--- src/rtl/br_rs_sched.sv ---
// rtl/br_rs_sched.sv - branch reservation station with oldest-ready issue select
package br_rs_pkg;

  // ALU operation encodings; only BEQ..JMP reach this station
  typedef enum logic [2:0] {
    OP_NOP = 3'd0,
    BEQ    = 3'd1,
    BNE    = 3'd2,
    BLT    = 3'd3,
    BGE    = 3'd4,
    BLTU   = 3'd5,
    BGEU   = 3'd6,
    JMP    = 3'd7
  } alu_op_t;

  // Producer tags on the CDB; NO_VAL marks "no producer" and never matches
  typedef enum logic [2:0] {
    NO_VAL = 3'd0,
    ALU_0  = 3'd1,
    ALU_1  = 3'd2,
    LSU_0  = 3'd3,
    MUL_0  = 3'd4,
    BR_0   = 3'd5
  } rs_tag_t;

endpackage

module br_rs_sched
  import br_rs_pkg::*;
#(
  parameter int DEPTH  = 4,
  parameter int DWIDTH = 32
) (
  input  logic                       clk_i,
  input  logic                       rst_ni,
  input  logic                       flush_i,
  input  logic                       disp_valid_i,
  output logic                       disp_ready_o,
  input  alu_op_t                    disp_oper_i,
  input  logic [DWIDTH-1:0]          disp_pc_i,
  input  logic [11:0]                disp_imm12_i,
  input  logic                       disp_rs1_rdy_i,
  input  logic                       disp_rs2_rdy_i,
  input  logic [DWIDTH-1:0]          disp_rs1_val_i,
  input  logic [DWIDTH-1:0]          disp_rs2_val_i,
  input  rs_tag_t                    disp_rs1_tag_i,
  input  rs_tag_t                    disp_rs2_tag_i,
  input  logic                       cdb_valid_i,
  input  rs_tag_t                    cdb_tag_i,
  input  logic [DWIDTH-1:0]          cdb_val_i,
  output logic                       iss_valid_o,
  input  logic                       iss_ready_i,
  output alu_op_t                    iss_oper_o,
  output logic [DWIDTH-1:0]          iss_pc_o,
  output logic [11:0]                iss_imm12_o,
  output logic [DWIDTH-1:0]          iss_rs1_val_o,
  output logic [DWIDTH-1:0]          iss_rs2_val_o,
  output logic [$clog2(DEPTH+1)-1:0] count_o
);

  localparam int CW = $clog2(DEPTH + 1);
  localparam int IW = $clog2(DEPTH);

  typedef struct packed {
    logic              rdy;
    rs_tag_t           tag;
    logic [DWIDTH-1:0] val;
  } opnd_t;

  typedef struct packed {
    logic              vld;
    alu_op_t           oper;
    logic [DWIDTH-1:0] pc;
    logic [11:0]       imm;
    opnd_t             rs1;
    opnd_t             rs2;
  } ent_t;

  // Pending operand snoops the CDB; ready operands and NO_VAL tags are left alone
  function automatic opnd_t snoop(input opnd_t o, input logic cv, input rs_tag_t ct,
                                  input logic [DWIDTH-1:0] cval);
    opnd_t r;
    r = o;
    if (!o.rdy && cv && (o.tag == ct) && (o.tag != NO_VAL)) begin
      r.rdy = 1'b1;
      r.val = cval;
    end
    return r;
  endfunction

  ent_t          ent_q [DEPTH];
  ent_t          woke  [DEPTH];
  ent_t          ent_d [DEPTH];
  ent_t          new_ent;
  logic [CW-1:0] count_q;
  logic [CW-1:0] count_d;
  logic [CW-1:0] wr_idx;
  logic [DEPTH-1:0] rdy_vec;
  logic [IW-1:0] sel_idx;
  logic          sel_found;
  logic          iss_fire;
  logic          disp_fire;

  // Readiness comes from registered state only, so wakeups take effect a cycle later
  always_comb begin
    rdy_vec = '0;
    for (int i = 0; i < DEPTH; i++) begin
      rdy_vec[i] = ent_q[i].vld & ent_q[i].rs1.rdy & ent_q[i].rs2.rdy;
    end
  end

  // Lowest index is oldest, so the first ready slot wins
  always_comb begin
    sel_idx   = '0;
    sel_found = 1'b0;
    for (int i = 0; i < DEPTH; i++) begin
      if (!sel_found && rdy_vec[i]) begin
        sel_idx   = IW'(i);
        sel_found = 1'b1;
      end
    end
  end

  assign disp_ready_o = (count_q < CW'(DEPTH));
  assign iss_valid_o  = sel_found;
  assign iss_fire     = sel_found & iss_ready_i & ~flush_i;
  assign disp_fire    = disp_valid_i & disp_ready_o & ~flush_i;
  assign count_o      = count_q;

  // Issue payload is forced to zero whenever nothing is selectable
  always_comb begin
    iss_oper_o    = OP_NOP;
    iss_pc_o      = '0;
    iss_imm12_o   = '0;
    iss_rs1_val_o = '0;
    iss_rs2_val_o = '0;
    if (sel_found) begin
      iss_oper_o    = ent_q[sel_idx].oper;
      iss_pc_o      = ent_q[sel_idx].pc;
      iss_imm12_o   = ent_q[sel_idx].imm;
      iss_rs1_val_o = ent_q[sel_idx].rs1.val;
      iss_rs2_val_o = ent_q[sel_idx].rs2.val;
    end
  end

  // Incoming entry, with a same-cycle CDB match folded straight in
  always_comb begin
    new_ent      = '0;
    new_ent.vld  = 1'b1;
    new_ent.oper = disp_oper_i;
    new_ent.pc   = disp_pc_i;
    new_ent.imm  = disp_imm12_i;
    new_ent.rs1  = snoop('{rdy: disp_rs1_rdy_i, tag: disp_rs1_tag_i, val: disp_rs1_val_i},
                         cdb_valid_i, cdb_tag_i, cdb_val_i);
    new_ent.rs2  = snoop('{rdy: disp_rs2_rdy_i, tag: disp_rs2_tag_i, val: disp_rs2_val_i},
                         cdb_valid_i, cdb_tag_i, cdb_val_i);
  end

  // Wakeup, then collapse above the issued slot, then append at the new tail
  always_comb begin
    for (int i = 0; i < DEPTH; i++) begin
      woke[i]     = ent_q[i];
      woke[i].rs1 = snoop(ent_q[i].rs1, cdb_valid_i, cdb_tag_i, cdb_val_i);
      woke[i].rs2 = snoop(ent_q[i].rs2, cdb_valid_i, cdb_tag_i, cdb_val_i);
    end
    for (int i = 0; i < DEPTH - 1; i++) begin
      if (iss_fire && (i >= int'(sel_idx))) begin
        ent_d[i] = woke[i+1];
      end else begin
        ent_d[i] = woke[i];
      end
    end
    // The top slot always empties on issue since the selected index is at or below it
    ent_d[DEPTH-1] = iss_fire ? '0 : woke[DEPTH-1];
    wr_idx = count_q - CW'(iss_fire);
    if (disp_fire) begin
      for (int i = 0; i < DEPTH; i++) begin
        if (CW'(i) == wr_idx) begin
          ent_d[i] = new_ent;
        end
      end
    end
    if (flush_i) begin
      for (int i = 0; i < DEPTH; i++) begin
        ent_d[i].vld = 1'b0;
      end
    end
  end

  // Occupancy tracks dispatch and issue; flush empties the station
  always_comb begin
    if (flush_i) begin
      count_d = '0;
    end else begin
      count_d = count_q + CW'(disp_fire) - CW'(iss_fire);
    end
  end

  // Entry and count registers
  always_ff @(posedge clk_i or negedge rst_ni) begin
    if (!rst_ni) begin
      for (int i = 0; i < DEPTH; i++) begin
        ent_q[i] <= '0;
      end
      count_q <= '0;
    end else begin
      for (int i = 0; i < DEPTH; i++) begin
        ent_q[i] <= ent_d[i];
      end
      count_q <= count_d;
    end
  end

endmodule
--- config.mk ---
export PLATFORM = sky130hd
export DESIGN_NAME = br_rs_sched
export DESIGN_NICKNAME = d
export VERILOG_FILES = /design/src/rtl/br_rs_sched.sv
export SDC_FILE = /design/constraint.sdc
export NUM_CORES = 2
export LEC_CHECK = 0
export CAP_MARGIN = 30
export CELL_PAD_IN_SITES_DETAIL_PLACEMENT = 0
export CELL_PAD_IN_SITES_GLOBAL_PLACEMENT = 2
export CORE_MARGIN = 2
export CORE_UTILIZATION = 25
export CTS_CLUSTER_SIZE = 20
export DETAILED_ROUTE_END_ITERATION = 16
export PLACE_DENSITY = 0.57
export SETUP_SLACK_MARGIN = 0.1
export SYNTH_ARGS = -nofsm -noshare
export SYNTH_HDL_FRONTEND = slang
export SYNTH_SLANG_ARGS = --single-unit
--- constraint.sdc ---
create_clock -name clk_i -period 3.95 [get_ports clk_i]
set_input_delay 0.395 -clock clk_i [delete_from_list [all_inputs] [get_ports clk_i]]
set_output_delay 0.395 -clock clk_i [all_outputs]
set_load 0.02 [all_outputs]
# Word-level counts from Yosys, hierarchy flattened
# Index checks and enable logic that the tools add are counted.
dict set report word_totals {
  register_bits 483
  in_bits 160
  word_cells 185
}
dict set report classes {
  add_sub_neg 3
  order_cmp 5
  n_eq_ne 13
  mux 49
  bitwise 14
  n_reduce_logical 60
}
# cell n
set ops {}
lappend ops {{2-to-1 mux 120 bit} 8}
lappend ops {{2-to-1 mux 480 bit} 1}
lappend ops {{2-to-1 mux 32 bit} 13}
lappend ops {{binary-select mux 120 bit (select 2 bit)} 1}
lappend ops {{2-to-1 mux 119 bit} 2}
lappend ops {{logical AND 1 bit} 36}
lappend ops {{== test 3 bit} 10}
lappend ops {{nonzero test 3 bit} 10}
lappend ops {{2-to-1 mux 1 bit} 19}
lappend ops {{logical NOT 1 bit} 13}
lappend ops {{bitwise AND 1 bit} 12}
lappend ops {{2-to-1 mux 12 bit} 1}
lappend ops {{== test 2 x 3 -> 1 bit (first input constant)} 2}
lappend ops {{2-to-1 mux 3 bit} 2}
lappend ops {{subtractor 3 x 1 -> 3 bit} 2}
lappend ops {{greater-or-equal comparator 1 x 2 -> 1 bit (first input constant)} 2}
lappend ops {{2-to-1 mux 2 bit} 2}
lappend ops {{adder 3 x 1 -> 3 bit} 1}
lappend ops {{== test 1 x 3 -> 1 bit (first input constant)} 1}
lappend ops {{greater-or-equal comparator 3 bit (second input constant)} 1}
lappend ops {{logical NOT 3 bit} 1}
lappend ops {{< comparator 3 bit (second input constant)} 1}
lappend ops {{inverter 2 -> 3 bit} 1}
lappend ops {{greater-or-equal comparator 2 bit (first input constant)} 1}
lappend ops {{inverter 1 bit} 1}

# Longest topological paths before layout
dict set report logic_depth {
  depth_word 19
  ltp_mapped 14
  depth_no_buf 10
}

# Worst setup path after synthesis
# Ideal clock, no wire load.
dict set report synth_path {
  path_kind {register to register}
  start {reg ent_q[431] in the netlist's numbering}
  end {reg ent_q[127] in the netlist's numbering}
  setup_time_ps 95
  arrival_time_ps 3317
  required_ps 3855
  slack_ps 537
  stages_incl_launch_ff 14
  synth_period_minus_slack_ps 3413
  cell_sequence {dfrtp_1 > nand3_1 > nand4_1 > nand2_1 > clkbuf_1 > buf_1 > nor2_1 > ha_1 > nor4_1 > clkbuf_1 > clkbuf_1 > clkbuf_1 > o211ai_1 > o31ai_1}
}
# item line_no
set synth_rtl {}
lappend synth_rtl {{from (decl)} 91} ;# ent_t ent_q [DEPTH];
lappend synth_rtl {{from (signal, indexed assignment)} 208} ;# ent_q[i] <= ent_d[i];

# Worst setup path after layout
dict set report layout_path {
  start {reg ent_q[71] in the netlist's numbering}
  end {out iss_pc_o[28]}
}
dict set report layout_between {
  elab_chain_cells 9
}
# item line_no
set layout_rtl {}
lappend layout_rtl {{bitwise AND 1 bit (*) (2 in series)} 108} ;# rdy_vec[i] = ent_q[i].vld & ent_q[i].rs1.rdy & ent_q[i].rs2.rdy;
lappend layout_rtl {{logical AND 1 bit (*)} 117} ;# if (!sel_found && rdy_vec[i]) begin
lappend layout_rtl {{2-to-1 mux 2 bit} 117}
lappend layout_rtl {{inverter 2 -> 3 bit (not written as such)} 139} ;# iss_pc_o = ent_q[sel_idx].pc;
lappend layout_rtl {{binary-select mux 120 bit (select 2 bit)} 139}
lappend layout_rtl {{2-to-1 mux 119 bit (2 in series)} --}
lappend layout_rtl {{2-to-1 mux 32 bit (*)} 137} ;# if (sel_found) begin
lappend layout_rtl {{to (decl)} 54} ;# output logic [DWIDTH-1:0] iss_pc_o,
# Mark *: on every way between the ends. The rest lies on a longest branch, timed or not. The select of a mux whose other input is x is not followed.

==> results by group <==
CTS
  • Worst skew pair latency: 0.63 ns
  • TritonCTS clock tree: done
  • TritonCTS Buffers: 67
  • Worst-path clk slew: 0.06 ns
  • CTS H-tree lvls: 3
  • Max clock buf depth: 3
  • CTS root buffer: clkbuf_16
  • CTS Sinks: 483

GRT
  • Vias in the first global route: 29766
  • First-pass GRT wire length: 212 mm
  • Antenna violations before repair: 25
  • GRT Util Overall: 23.5%
  • Largest net degree at the start of global routing: 143
  • Gr ovfl total: 0

Worst setup path
  • Setup crit end kind: output pin
  • Critical Path Source Type: flip-flop
  • Reg2reg start: ent_q[275]$_DFF_PN0_
  • Worst Path Required: 3.56 ns
  • CP Class: flip-flop to output pin
  • Worst r2r dst: ent_q[469]$_DFF_PN0_
  • Worst reg-to-reg path cell count: 11
  • Crit Path Max Fanout: 40
  • Critical Path AT: 3.37 ns
  • R2R setup slack: 0.74 ns

Floorplanning
  • Starting density of the core: 25.2%
  • Cell Rows: 125
  • Io pins: 276
  • Die Span Y: 346 µm
  • Die area: 120000 µm²
  • Chip Width: 346 µm
  • Core area: 116000 µm²

Routing
  • Vias: 28985
  • Number of DRC markers in iteration 0: 2701
  • DR top layer: met5
  • DR WL/cell: 30.8 µm
  • Met3 wire len: 12.4 mm
  • Final antenna-violating net count: 0
  • WL met1: 61.9 mm
  • DRC Markers: 0
  • Routed vias/inst: 6.10
  • DRT Pass-1 Iters: 6
  • Final wirelength: 147 mm
  • Met2 Wirelength: 66.2 mm

Logic synthesis
  • Seq/Total Area, Yosys: 41.4%
  • Cell Area, Synth: 29200 µm²
  • Syn_area_per_cell: 9.35 µm²
  • Post-synth net total: 3288
  • FF+latch count, synth: 483
  • Ys async rst share: 100%
  • Ys flop type: dfrtp_1
  • Synth Warn #: 0
  • Post-synth EDFFs: 0
  • Netlist cell types: 55
  • Cells after synthesis: 3125

STA
  • Worst setup margin: 0.186 ns
  • Skew final: 0.0264 ns
  • Final setup vio count: 0
  • Final max-slew violation count: 0
  • Setup tns final: 0 ns
  • Slew @ Worst Pin: 1.05 ns
  • Min cycle time layout: 3.76 ns
  • Period utilization: 95.3%
  • RSZ-0062 raised after global routing: yes
  • Endpoints failing hold: 0
  • Max-slew headroom: 29.7%
  • Max Clk Rate: 266 MHz
  • WHS: 0.433 ns

Placement
  • GPL Wtd Cong: 0.813
  • Port bufs: 275
  • Final HPWL DP: 78.6 mm
  • Pre-CTS WS: 0.552 ns

Pwr
  • Pwr dens: 622 nW/µm²
  • VDD IR max: 0.000363 V
  • Pleak: 13.4 nW

Layout
  • Nets: 3341
  • Layout overhead on the synthesized area: 23.6%
  • Fraction of layout instances using a drive strength above 1: 8.99%
  • Post-layout util: 31.1%
  • Fillers: 11963

Worst hold path
  • Worst hold start: disp_imm12_i[5]
  • Min-delay worst type: input pin to flip-flop
  • Hold Crit Endpoint: ent_q[317]$_DFF_PN0_
  • Worst hold stages: 3

Run status
  • Outcome: complete, no violations

Job
  • Max Cap Viol: 0
[timing repair]
item	in CTS	in global routing
hold buffers	1	0
cloned	2	1
hold endpoints to repair	96	0
setup buffers	1	0
resized for setup	11	2
endpoints found under the setup margin	30	6
pin swaps	1	0
[logic make-up after synthesis]
family | Yosys count | synth area share (%)
xor gates and xnor gates | 26 | 0.779
AOI/OAI and AO/OA | 1423 | 32.7
DFF | 483 | 41.4
and+or+nand+nor | 444 | 7.77
adders and majority gates | 3 | 0.154
buffers and inverters | 409 | 5.73
muxes | 337 | 11.5
[sequential cells by signal (all words and copies together) (netlist names)]
register and flops:
count_o 3, ent_q 480
[layer usage]
layer / global-route usage (%) / vias up
li1: - / 12345
met1: 30.9 / 14727
met2: 37.0 / 1547
met3: 5.65 / 328
met4: 9.56 / 38
met5: 0 / -
[cell usage in the layout (no fill, tap or decap), types with 7 or more instances in the layout]
cell / count
a21boi_1: 36
o211ai_1: 257
o21ai_0: 211
o21ai_1: 9
a21oi_2: 9
buf_4: 68
nand2b_1: 7
clkbuf_16: 71
o32ai_1: 33
nand2_1: 66
clkbuf_1: 15
a21oi_1: 274
and3_1: 69
clkbuf_8: 19
dfrtp_1: 483
a221oi_1: 111
o21ai_2: 9
nor2_1: 10
a21boi_0: 28
o31ai_2: 27
o31ai_1: 230
buf_12: 36
nand3_1: 219
o22ai_1: 162
inv_1: 8
clkdlybuf4s50_1: 270
mux2i_1: 337
xnor2_1: 17
nor2b_1: 10
nor3_1: 33
[per-stage QoR]
| stage | std cells | power (mW) | cell area, µm² |
|---|---|---|---|
| after detailed placement | 4628 | 16.2 | 33700 |
| final | 4755 | 22.5 | 36100 |
| after CTS | 4749 | 22.6 | 36100 |
| after global placement | 4628 | 15.9 | 33700 |
| after global routing | 4750 | 23.8 | 36100 |
| after floorplan | 3125 | 13.2 | 29200 |
[layout make-up]
cell class	instances	area, µm²	share of cell area (%)
Multi-Input combinational cell	2233	15700	43.5
Antenna cell	5	12.5	0.0346
Clock buffer	104	2070	5.73
Inverter	8	30.0	0.0831
Sequential cell	483	12100	33.5
Timing Repair Buffer	385	4140	11.5
Clock inverter	13	160	0.443
Tap cell	1524	1910	5.28
[worst max-delay path by stage]
stage	start	endpoint	slack, ns	cells past startpoint
3_5_place_dp	flush_i	ent_q[349]$_DFF_PN0_	0.55	12
5_1_grt	ent_q[155]$_DFF_PN0_	iss_rs1_val_o[25]	0.08	8
6_report	ent_q[71]$_DFF_PN0_	iss_pc_o[28]	0.19	7
3_3_place_gp	ent_q[395]$_DFF_PN0_	ent_q[475]$_DFF_PN0_	0.58	11
4_1_cts	ent_q[71]$_DFF_PN0_	iss_rs1_val_o[25]	0.12	8
2_1_floorplan	ent_q[431]$_DFF_PN0_	ent_q[127]$_DFF_PN0_	0.54	13
[worst max-delay path, stage by stage, from the launching register on]
cell             delay (ns)
dfrtp_1                0.46
nand3_1                0.27
nor2_4                 0.29
buf_4                  0.18
bufbuf_16              0.40
a221oi_1               0.13
a21oi_1                0.26
clkdlybuf4s50_1        0.66
[report_power, final]
part / internal, mW / total, mW / switching [mW]
clock network: 3.79 / 6.27 / 2.48
registers: 7.21 / 8.95 / 1.74
logic: 3.04 / 7.26 / 4.22
total: 14.0 / 22.5 / 8.44
[cell usage after synthesis (68+ instances only)]
cell,n,area (µm²)
a21oi_1,283,1420
a221oi_1,111,972
and3_1,70,438
buf_2,78,390
clkbuf_1,298,1120
dfrtp_1,483,12100
mux2i_1,337,3370
nand2_1,68,255
nand3_1,220,1100
o211ai_1,257,1930
o21ai_0,211,1060
o22ai_1,162,1010
o31ai_1,230,1730
Power figures use the tool's default switching activity.
